[src/rtl/spi_8363_pkg.sv]
// spi_8363_pkg
//   Shared types and constants for the 8363 AGC SPI responder.
//   state_t    : frame decoder states
//   CMD_BITS   : bits in the command byte (R/W + address)
//   FRAME_BITS : total bits in one frame
//   RW_READ    : value of the R/W bit that selects a read
package spi_8363_pkg;

   typedef enum logic [2:0] {
      IDLE,
      CMD,
      WDATA,
      RDATA,
      HOLD
   } state_t;

   localparam int   CMD_BITS   = 8;
   localparam int   FRAME_BITS = 16;
   localparam logic RW_READ    = 1'b1;

endpackage

[src/rtl/spi_sync_edge.sv]
// spi_sync_edge
//   Multi-flop synchronizer with one-cycle rise/fall pulses on the synced value.
//   i_clk   : sampling clock
//   i_rst_n : async active-low reset
//   i_d     : asynchronous input
//   o_sync  : synchronized level
//   o_rise  : one-cycle pulse on a synced 0->1
//   o_fall  : one-cycle pulse on a synced 1->0
module spi_sync_edge #(
   parameter int   SYNC_STAGES = 2,
   parameter logic RST_VAL     = 1'b0
) (
   input  logic i_clk,
   input  logic i_rst_n,
   input  logic i_d,
   output logic o_sync,
   output logic o_rise,
   output logic o_fall
);

   logic [SYNC_STAGES-1:0] r_sync;
   logic                   r_dly;

   // Reset to the line's idle level so leaving reset is not seen as an edge.
   always_ff @(posedge i_clk or negedge i_rst_n) begin
      if (!i_rst_n) begin
         r_sync <= {SYNC_STAGES{RST_VAL}};
         r_dly  <= RST_VAL;
      end else begin
         r_sync[0] <= i_d;
         for (int i = 1; i < SYNC_STAGES; i++) r_sync[i] <= r_sync[i-1];
         r_dly <= r_sync[SYNC_STAGES-1];
      end
   end

   assign o_sync = r_sync[SYNC_STAGES-1];
   assign o_rise =  o_sync & ~r_dly;
   assign o_fall = ~o_sync &  r_dly;

endmodule

[src/rtl/spi_slave_8363.sv]
// spi_slave_8363
//   3-wire SPI responder modelling the 8363 AGC register interface.
//   Frames are 16 bits MSB first, sampled on SCLK rise: R/W, 7-bit address,
//   8-bit data. Reads are driven back on SDIO via sdio_oe/sdio_out.
//   main_clk  : system clock (SCLK <= main_clk/8)
//   reset     : async active-low reset
//   sclk/csb  : SPI clock (idle low) / chip select (active low)
//   sdio_in   : SDIO pin value from IOBUF O
//   sdio_out  : SDIO drive value to IOBUF I
//   sdio_oe   : 1 = responder drives SDIO (IOBUF T = ~sdio_oe)
//   reg_out   : flat register file, reg k at [k*DATA_W +: DATA_W]
//   wr_stb    : one-cycle pulse per committed write
//   wr_addr   : address of last committed write
//   wr_data   : data of last committed write
//   frame_err : one-cycle pulse when CSB rises mid-frame
module spi_slave_8363
   import spi_8363_pkg::*;
#(
   parameter int DATA_W      = 8,
   parameter int ADDR_W      = 7,
   parameter int NUM_REGS    = 16,
   parameter int SYNC_STAGES = 2
) (
   input  logic                       main_clk,
   input  logic                       reset,
   input  logic                       sclk,
   input  logic                       csb,
   input  logic                       sdio_in,
   output logic                       sdio_out,
   output logic                       sdio_oe,
   output logic [NUM_REGS*DATA_W-1:0] reg_out,
   output logic                       wr_stb,
   output logic [ADDR_W-1:0]          wr_addr,
   output logic [DATA_W-1:0]          wr_data,
   output logic                       frame_err
);

   localparam int CNT_W = $clog2(FRAME_BITS);

   state_t                           r_state, w_state_nxt;
   logic [CNT_W-1:0]                 r_bitcnt;
   logic [DATA_W-1:0]                r_shift;
   logic [DATA_W-1:0]                r_rdsh;
   logic [ADDR_W-1:0]                r_addr;
   logic [NUM_REGS-1:0][DATA_W-1:0]  r_regs;
   logic [SYNC_STAGES-1:0]           r_sdio_sync;
   logic                             r_oe;
   logic                             r_sdo;
   logic                             r_wr_stb;
   logic [ADDR_W-1:0]                r_wr_addr;
   logic [DATA_W-1:0]                r_wr_data;
   logic                             r_frame_err;

   logic                             w_unused_sclk_s;
   logic                             w_sclk_rise, w_sclk_fall;
   logic                             w_csb_s, w_csb_rise, w_csb_fall;
   logic                             w_sdio;
   logic [DATA_W-1:0]                w_shift_nxt;
   logic [ADDR_W-1:0]                w_cmd_addr;
   logic                             w_cmd_rw;
   logic                             w_cmd_last, w_data_last;
   logic [DATA_W-1:0]                w_rd_val;
   logic                             w_wr_hit;

   spi_sync_edge #(.SYNC_STAGES(SYNC_STAGES), .RST_VAL(1'b0)) u_sclk_sync (
      .i_clk   (main_clk),
      .i_rst_n (reset),
      .i_d     (sclk),
      .o_sync  (w_unused_sclk_s),
      .o_rise  (w_sclk_rise),
      .o_fall  (w_sclk_fall)
   );

   spi_sync_edge #(.SYNC_STAGES(SYNC_STAGES), .RST_VAL(1'b1)) u_csb_sync (
      .i_clk   (main_clk),
      .i_rst_n (reset),
      .i_d     (csb),
      .o_sync  (w_csb_s),
      .o_rise  (w_csb_rise),
      .o_fall  (w_csb_fall)
   );

   // Same depth as the sclk path so data and edge stay aligned.
   always_ff @(posedge main_clk or negedge reset) begin
      if (!reset) begin
         r_sdio_sync <= '0;
      end else begin
         r_sdio_sync[0] <= sdio_in;
         for (int i = 1; i < SYNC_STAGES; i++) r_sdio_sync[i] <= r_sdio_sync[i-1];
      end
   end
   assign w_sdio = r_sdio_sync[SYNC_STAGES-1];

   assign w_shift_nxt = {r_shift[DATA_W-2:0], w_sdio};
   assign w_cmd_rw    = w_shift_nxt[CMD_BITS-1];
   assign w_cmd_addr  = w_shift_nxt[ADDR_W-1:0];
   assign w_cmd_last  = w_sclk_rise && (r_bitcnt == CNT_W'(CMD_BITS-1));
   assign w_data_last = w_sclk_rise && (r_bitcnt == CNT_W'(DATA_W-1));

   // Address decode: out-of-range addresses read 0 and never write.
   always_comb begin
      w_rd_val = '0;
      w_wr_hit = 1'b0;
      for (int k = 0; k < NUM_REGS; k++) begin
         if (w_cmd_addr == ADDR_W'(k)) w_rd_val = r_regs[k];
         if (r_addr == ADDR_W'(k))     w_wr_hit = 1'b1;
      end
   end

   always_ff @(posedge main_clk or negedge reset) begin
      if (!reset) r_state <= IDLE;
      else        r_state <= w_state_nxt;
   end

   // CSB rise is checked first so it wins over a coincident 16th SCLK rise.
   always_comb begin
      w_state_nxt = r_state;
      if (w_csb_rise) begin
         w_state_nxt = IDLE;
      end else begin
         case (r_state)
            IDLE:    if (w_csb_fall) w_state_nxt = CMD;
            CMD:     if (w_cmd_last) w_state_nxt = (w_cmd_rw == RW_READ) ? RDATA : WDATA;
            WDATA:   if (w_data_last) w_state_nxt = HOLD;
            RDATA:   if (w_data_last) w_state_nxt = HOLD;
            HOLD:    w_state_nxt = HOLD;
            default: w_state_nxt = IDLE;
         endcase
      end
   end

   always_ff @(posedge main_clk or negedge reset) begin
      if (!reset) begin
         r_bitcnt    <= '0;
         r_shift     <= '0;
         r_rdsh      <= '0;
         r_addr      <= '0;
         r_regs      <= '0;
         r_oe        <= 1'b0;
         r_sdo       <= 1'b0;
         r_wr_stb    <= 1'b0;
         r_wr_addr   <= '0;
         r_wr_data   <= '0;
         r_frame_err <= 1'b0;
      end else begin
         r_wr_stb    <= 1'b0;
         r_frame_err <= 1'b0;
         if (w_csb_rise) begin
            r_oe     <= 1'b0;
            r_bitcnt <= '0;
            if (r_state inside {CMD, WDATA, RDATA}) r_frame_err <= 1'b1;
         end else begin
            case (r_state)
               IDLE: begin
                  if (w_csb_fall) begin
                     r_bitcnt <= '0;
                     r_shift  <= '0;
                     r_sdo    <= 1'b0;
                  end
               end
               CMD: begin
                  if (w_sclk_rise) begin
                     r_shift  <= w_shift_nxt;
                     r_bitcnt <= w_cmd_last ? '0 : r_bitcnt + 1'b1;
                     if (w_cmd_last) begin
                        r_addr <= w_cmd_addr;
                        r_rdsh <= w_rd_val;
                     end
                  end
               end
               WDATA: begin
                  if (w_sclk_rise) begin
                     r_shift  <= w_shift_nxt;
                     r_bitcnt <= r_bitcnt + 1'b1;
                     if (w_data_last && w_wr_hit) begin
                        for (int k = 0; k < NUM_REGS; k++)
                           if (r_addr == ADDR_W'(k)) r_regs[k] <= w_shift_nxt;
                        r_wr_addr <= r_addr;
                        r_wr_data <= w_shift_nxt;
                        r_wr_stb  <= 1'b1;
                     end
                  end
               end
               RDATA: begin
                  // Each fall presents the next bit; the first one also opens the driver.
                  if (w_sclk_fall) begin
                     r_oe   <= 1'b1;
                     r_sdo  <= r_rdsh[DATA_W-1];
                     r_rdsh <= {r_rdsh[DATA_W-2:0], 1'b0};
                  end
                  if (w_sclk_rise) r_bitcnt <= r_bitcnt + 1'b1;
               end
               default: ;
            endcase
         end
      end
   end

   assign reg_out   = r_regs;
   assign sdio_out  = r_sdo;
   // Gate with synced CSB so the driver drops the cycle CSB is seen high.
   assign sdio_oe   = r_oe & ~w_csb_s;
   assign wr_stb    = r_wr_stb;
   assign wr_addr   = r_wr_addr;
   assign wr_data   = r_wr_data;
   assign frame_err = r_frame_err;

endmodule

[config.mk]
export PLATFORM = sky130hd
export DESIGN_NAME = spi_slave_8363
export DESIGN_NICKNAME = d
export VERILOG_FILES = /design/src/rtl/spi_8363_pkg.sv /design/src/rtl/spi_sync_edge.sv /design/src/rtl/spi_slave_8363.sv
export SDC_FILE = /design/constraint.sdc
export NUM_CORES = 1
export LEC_CHECK = 0
export ABC_AREA = 1
export CORE_ASPECT_RATIO = 0.6
export CORE_MARGIN = 2
export CORE_UTILIZATION = 30
export DETAILED_ROUTE_END_ITERATION = 6
export PLACE_DENSITY = 0.62
export SYNTH_ARGS = -nofsm -noshare
export SYNTH_HDL_FRONTEND = slang
export SYNTH_SLANG_ARGS = --single-unit
[constraint.sdc]
create_clock -name main_clk -period 2.5 [get_ports main_clk]
set_input_delay 0.625 -clock main_clk [delete_from_list [all_inputs] [get_ports main_clk]]
set_output_delay 0.625 -clock main_clk [all_outputs]
set_load 0.05 [all_outputs]
# Yosys cells after proc, flatten, opt, wreduce, memory -nomap -nowiden
# Cells that the tools add are included.
dict set report totals {
  in_bits 5
  out_inout_bits 147
  wordCells 189
  regBits 184
}
dict set report classes {
  bitwise 10
  n_eq_ne 45
  reduce_logical 38
  mux 63
  addsub 1
}
# op count
set op_table {}
lappend op_table {{$mux 8} 19}
lappend op_table {{$eq 7x4->1 const B} 16}
lappend op_table {{$reduce_and 5->1} 17}
lappend op_table {{$eq 7x3->1 const B} 8}
lappend op_table {{$eq 7x2->1 const B} 4}
lappend op_table {{$mux 1} 28}
lappend op_table {{$mux 4} 5}
lappend op_table {{$reduce_and 4->1} 5}
lappend op_table {{$pmux 8 s2} 1}
lappend op_table {{$eq 7x1->1 const B} 2}
lappend op_table {{$logic_not 7->1} 2}
lappend op_table {{$mux 7} 2}
lappend op_table {{$pmux 7 s2} 1}
lappend op_table {{$mux 3} 4}
lappend op_table {{$pmux 3 s4} 1}
lappend op_table {{$pmux 4 s3} 1}
lappend op_table {{$reduce_bool 2->1} 5}
lappend op_table {{$ne 3x1->1 const B} 3}
lappend op_table {{$eq 3x2->1 const B} 2}
lappend op_table {{$ne 2x1->1 const B} 3}
lappend op_table {{$ne 3x2->1 const B} 2}
lappend op_table {{$and 1x1->1} 5}
lappend op_table {{$not 1->1} 5}
lappend op_table {{$add 4x1->4 const B} 1}
lappend op_table {{12 further kinds} 15}

# Logic depth before layout (Yosys ltp)
dict set report depth {
  ltp_word 22
  ltp_mapped 17
}

# Modules after synthesis
# A second synthesis with hierarchy kept.
dict set report hier_totals {
  hier_cells 987
  hier_area_um2 8396.8
}
# module cells_per_inst area_each_um2 n_inst seq_area_each_um2
set by_module_without_submodules {}
lappend by_module_without_submodules {spi_slave_8363 973 8212.9 1 4454.3}
lappend by_module_without_submodules {{spi_sync_edge at u_csb_sync} 7 93.8 1 78.8}
lappend by_module_without_submodules {{spi_sync_edge at u_sclk_sync} 7 90.1 1 75.1}

# Worst setup path before layout
# No wires, ideal clock.
dict set report synth_path {
  kind {register to register}
  start {reg r_bitcnt[0]}
  end {reg r_regs, in the netlist reg_out[102]}
  path_stages_with_launch 11
  t_arrival_ns 1.664
  slack_ns 0.705
  n_path_buf 2
  setup_time_ns 0.131
  path_cell_list {dfrtp_1 -> ha_1 -> nand2_1 -> nor3_4 -> inv_2 -> nor2_4 -> buf_12 -> nand3_4 -> buf_6 -> nand2_1 -> o21ai_1}
}
dict set report synth_via {
  elab_chain_cells 4
}
# element line
set synth_lines {}
lappend synth_lines {{start: declaration} spi_slave_8363.sv:41} ;# logic [CNT_W-1:0] r_bitcnt;
lappend synth_lines {{start signal: assignment} spi_slave_8363.sv:164} ;# r_bitcnt <= w_cmd_last ? '0 : r_bitcnt + 1'b1;
lappend synth_lines {{start signal: assignment} spi_slave_8363.sv:174} ;# r_bitcnt <= r_bitcnt + 1'b1;
lappend synth_lines {{start signal: assignment} spi_slave_8363.sv:191} ;# if (w_sclk_rise) r_bitcnt <= r_bitcnt + 1'b1;
lappend synth_lines {{$eq 4x3->1} spi_slave_8363.sv:98} ;# assign w_data_last = w_sclk_rise && (r_bitcnt == CNT_W'(DATA_W-1));
lappend synth_lines {{$logic_and 1x1->1} spi_slave_8363.sv:98}
lappend synth_lines {{$logic_and 1x1->1} spi_slave_8363.sv:175} ;# if (w_data_last && w_wr_hit) begin
lappend synth_lines {{$reduce_and 5->1 (no source line)} n/a}
lappend synth_lines {{end signal: indexed assignment} spi_slave_8363.sv:177} ;# if (r_addr == ADDR_W'(k)) r_regs[k] <= w_shift_nxt;
lappend synth_lines {{end: declaration} spi_slave_8363.sv:45} ;# logic [NUM_REGS-1:0][DATA_W-1:0] r_regs;
# No other way between the ends.
# A chain may end at the register's enable or synchronous reset.

# Final worst setup path
dict set report layout_path {
  start {reg r_regs, in the netlist reg_out[18]}
  end {out reg_out[18]}
}
# element line
set layout_lines {}
lappend layout_lines {{end: declaration} spi_slave_8363.sv:31} ;# output logic [NUM_REGS*DATA_W-1:0] reg_out,
# No word-level cell between the ends.

==> flow_summary.rst <==
.. list-table::
   :header-rows: 1

   * - Metric
     - Value
   * - Slew at the pin with the worst max-slew slack
     - slightly below 0.9 ns
   * - Number of buffers inserted during clock tree synthesis
     - 17
   * - Met1 global-route usage
     - 0.2935
   * - Max Fclk
     - slightly above 400 MHz
   * - Count of hold buffers inserted by post-cts repair
     - 0
   * - Routed WL
     - 28,080 um
   * - Setup Fix Bufs, Post-CTS
     - 0
   * - Longest individual stage delay on the worst path
     - roughly 0.86 ns
   * - Lkg Pwr
     - 4.637 nW
   * - Average footprint of a synthesized cell
     - around 8.6 um^2
   * - Final period util
     - 0.9695
   * - Maximum number of pins on one net before global-route repair
     - 67
   * - Wire length of the first global-routing pass
     - about 43,000 um
   * - Post-CTS clock slew at the launch and capture registers of the worst setup and hold paths
     - 0.07 ns
   * - Global route overflow
     - 0
   * - Dominant combinational cell family by area after synthesis
     - simple AND/OR/NAND/NOR gates
   * - Largest fanout on the critical path
     - 3
   * - Antenna violation net count after detailed routing
     - 0
   * - Placer Congestion
     - 0.9927
   * - Global-route layer with the greatest usage
     - met1
   * - Total negative slack
     - 0 ns
   * - HP Class
     - primary input to asynchronous set/reset pin
   * - Multiplexer share of the synthesized area
     - 0
   * - Crit path arrival time
     - 1.80 ns
   * - Setup Viol. Count Final
     - 0
   * - Layout Utilization
     - 0.3985
   * - Fraction of post-synthesis cell area in the top cell type by area
     - 0.5378
   * - Final standard cell count with taps included and fillers excluded
     - 1,527
   * - Clk_skew
     - approximately 0.019 ns
   * - Met3 routing resource usage after global routing
     - 0.06077
   * - Top flip-flop cell by instance count after synthesis
     - sky130_fd_sc_hd__dfrtp_1
   * - FFs w/ async S/R, synth
     - 1.000
   * - Level count of the clock H-tree
     - 4
   * - Fraction of the mapped netlist area in adder cells
     - 0.001486
   * - Root buffer cell
     - sky130_fd_sc_hd__clkbuf_16
   * - Proportion of layout cells with a drive suffix above 1
     - 0.09741
   * - TritonCTS clock tree
     - yes
   * - Clock period minus final worst setup slack
     - ~2.4 ns
   * - Net total in the final layout
     - between 1,000 and 1,500
   * - Final number of hold-violating endpoints
     - 0
   * - Run status
     - completed
   * - Post-synthesis instance area
     - 0.008422 mm^2
   * - Type of element capturing the critical path
     - primary output
   * - EDFF count, synth
     - 0
   * - Number of placement rows
     - between 40 and 50
   * - X dimension of the die
     - between 200 and 250 um
   * - Worst slew margin relative to its limit
     - 0.4204
   * - Cell chain of the critical path
     - clkdlybuf4s50_1
   * - Met2 track utilization from global routing
     - 0.2663
   * - DRC marker count from the first detailed-route iteration
     - ~640
   * - Overall Power
     - about 0.007 W
   * - Filler Cells Inserted
     - approximately 2,700
   * - Initial core utilization
     - 0.3054
   * - Number of antenna violations at the first check in global routing
     - 0
   * - Yosys warning total
     - 0
   * - GR Util All Layers
     - 0.1958
   * - Number of cells produced by synthesis
     - approximately 1,000
   * - Detail-routed net length per standard cell
     - around 18 um
   * - Number of synthesized register bits
     - between 150 and 200
   * - Cell with the most instances after synthesis
     - sky130_fd_sc_hd__nand2_1
   * - Critical path buffers and inverters
     - 1
   * - Sequential fraction of the synthesis area
     - 0.5472
   * - HPWL reported at the end of detailed placement
     - roughly 21,000 um
   * - Drt pass-1 iters
     - 5
   * - Largest cells by area after synthesis
     - sky130_fd_sc_hd__dfrtp_1, sky130_fd_sc_hd__nand2_1, sky130_fd_sc_hd__o21ai_0, sky130_fd_sc_hd__o21ai_1, sky130_fd_sc_hd__nor2_1
   * - Worst setup path category
     - register to primary output
   * - Required time at the endpoint of the critical path
     - 1.88 ns
   * - Number of sinks handled by clock tree synthesis
     - around 180
   * - Top Ports
     - around 150
   * - Worst IR Drop VDD
     - between 0.3 and 0.4 mV
   * - Mapped Nets
     - ~1,000
   * - Slowest cell on crit path
     - sky130_fd_sc_hd__clkdlybuf4s50_1
   * - Category of the worst setup path launch point
     - register
   * - Largest area contributor in the synthesized netlist
     - sky130_fd_sc_hd__dfrtp_1
   * - Vias in the first global route
     - slightly above 7,000
   * - Simple logic cell fraction of the synthesized area
     - 0.2668
   * - Insertion delay of the later-clocked pin in the worst-skew pair
     - between 0.4 and 0.5 ns
   * - Share of the synthesized area in compound gates (AO/OA/AOI/OAI)
     - 0.1168
   * - Layout area overhead
     - 30.52%
   * - Max Transition Viols Final
     - 0
   * - Post-route DRC
     - 0
   * - Number of different library cells in the post-synthesis netlist
     - 39
   * - Via count
     - approximately 7,500
   * - Largest delay contributor family on the critical path
     - buffers and inverters
   * - Unrepaired setup endpoints after global routing
     - no
   * - Area share of xor/xnor cells in the synthesized design
     - 0.001040
   * - Areal power density over the cells
     - between 600 and 700 mW/mm^2
   * - Max Root-Sink Buffers
     - 2
   * - Placeable core area
     - around 0.028 mm^2
   * - Number of buffers inserted by port buffering
     - 151
   * - Number of cells after detailed placement
     - approximately 1,500
   * - List of most frequent post-synthesis cells
     - sky130_fd_sc_hd__nand2_1, sky130_fd_sc_hd__dfrtp_1, sky130_fd_sc_hd__nor2_1, sky130_fd_sc_hd__o21ai_0, sky130_fd_sc_hd__o21ai_1
   * - Diodes inserted
     - 0
   * - Max cap viols
     - 0
   * - Vert. Die Dim
     - between 100 and 150 um
   * - Routed vias/inst
     - ~4.9
   * - Total Die Area
     - around 0.03 mm^2
state kept, by name (all words and copies together), names as in the netlist:
signal and cells:
r_oe 1, wr_stb 1, u_sclk_sync.r_dly 1, r_rdsh 8, r_addr 7, u_csb_sync.r_dly 1, sdio_out 1, reg_out 128
wr_addr 7, r_state 3, frame_err 1, r_shift 7, r_sdio_sync 2, wr_data 8, u_csb_sync.r_sync 2, r_bitcnt 4
u_sclk_sync.r_sync 2
through the flow:
stage / hold WS [ns] / setup WS (ns) / cell area [um^2]
2_1_floorplan: 0.3294 / 0.7054 / 8422
3_3_place_gp: 0.3351 / 0.3333 / 10390
3_5_place_dp: 0.3463 / 0.2552 / 10390
4_1_cts: 0.08230 / 0.05534 / 10990
5_1_grt: 0.08461 / 0.03262 / 10990
6_report: 0.08148 / 0.07617 / 10990
cells by family (layout without fill, tap and decap cells):
kind of cell / Yosys count / after routing
compound gates: 191 / 191
xor+xnor: 1 / 1
fa+ha+maj: 1 / 1
buf+inv: 120 / 295
flops: 184 / 184
simple gates: 488 / 488
cell usage in the layout, fill, tap and decap left out, drive strengths merged, types with 2 or more instances in the layout:
| cell type | netlist | layout |
|---|---|---|
| nand2 | 287 | 287 |
| dfrtp | 181 | 181 |
| o21ai | 163 | 163 |
| clkdlybuf4s50 | 0 | 149 |
| nor2 | 100 | 100 |
| inv | 81 | 83 |
| nand3 | 53 | 53 |
| buf | 18 | 32 |
| nand4 | 25 | 25 |
| a21oi | 22 | 22 |
| clkbuf | 20 | 20 |
| nor3 | 17 | 17 |
| clkinv | 1 | 8 |
| o31ai | 3 | 3 |
| dfstp | 3 | 3 |
| or2 | 3 | 3 |
| bufinv | 0 | 2 |
layer usage:
metal | wire, um | vias up
li1 | - | 3546
met1 | 13580 | 3592
met2 | 11420 | 325
met3 | 2533 | 34
met4 | 548 | 0
met5 | 0 | -
path summary, 6_finish.rpt:
path / start / endpoint / slack, ns / cells past startpoint
setup reg to reg: r_shift[5] / r_rdsh[0] / 0.23 / 13
min in group main_clk: u_sclk_sync.r_sync[0] / u_sclk_sync.r_sync[1] / 0.36 / 0
hold reg to reg: u_sclk_sync.r_sync[0] / u_sclk_sync.r_sync[1] / 0.36 / 0
max in group asynchronous: reset / reg_out[37] / 1.65 / 2
hold / removal: reset / wr_addr[5] / 0.08 / 1
setup / recovery: reg_out[18] / reg_out[18] / 0.08 / 1
where the power goes:
part / switching [W] / total, W / internal, W
clock network: 0.00125 / 0.00279 / 0.00155
registers: 0.0000898 / 0.00316 / 0.00307
logic: 0.000873 / 0.00118 / 0.000307
total: 0.00221 / 0.00713 / 0.00492
what timing repair did:
action,CTS,global route
setup endpoints to repair,0,3
endpoints found under the hold margin,0,0
gates resized for setup,0,1
final cells by class:
cell class	instances	area (um^2)	share of cell area
Sequential cell	184	4608	0.4192
Tap cell	367	459.2	0.04178
Timing Repair Buffer	181	1760	0.1602
Multi-Input combinational cell	681	3254	0.2961
Clock inverter	12	145.1	0.01320
Inverter	82	307.8	0.02800
Clock buffer	20	456.7	0.04155
(Power assumes the default switching activity.)
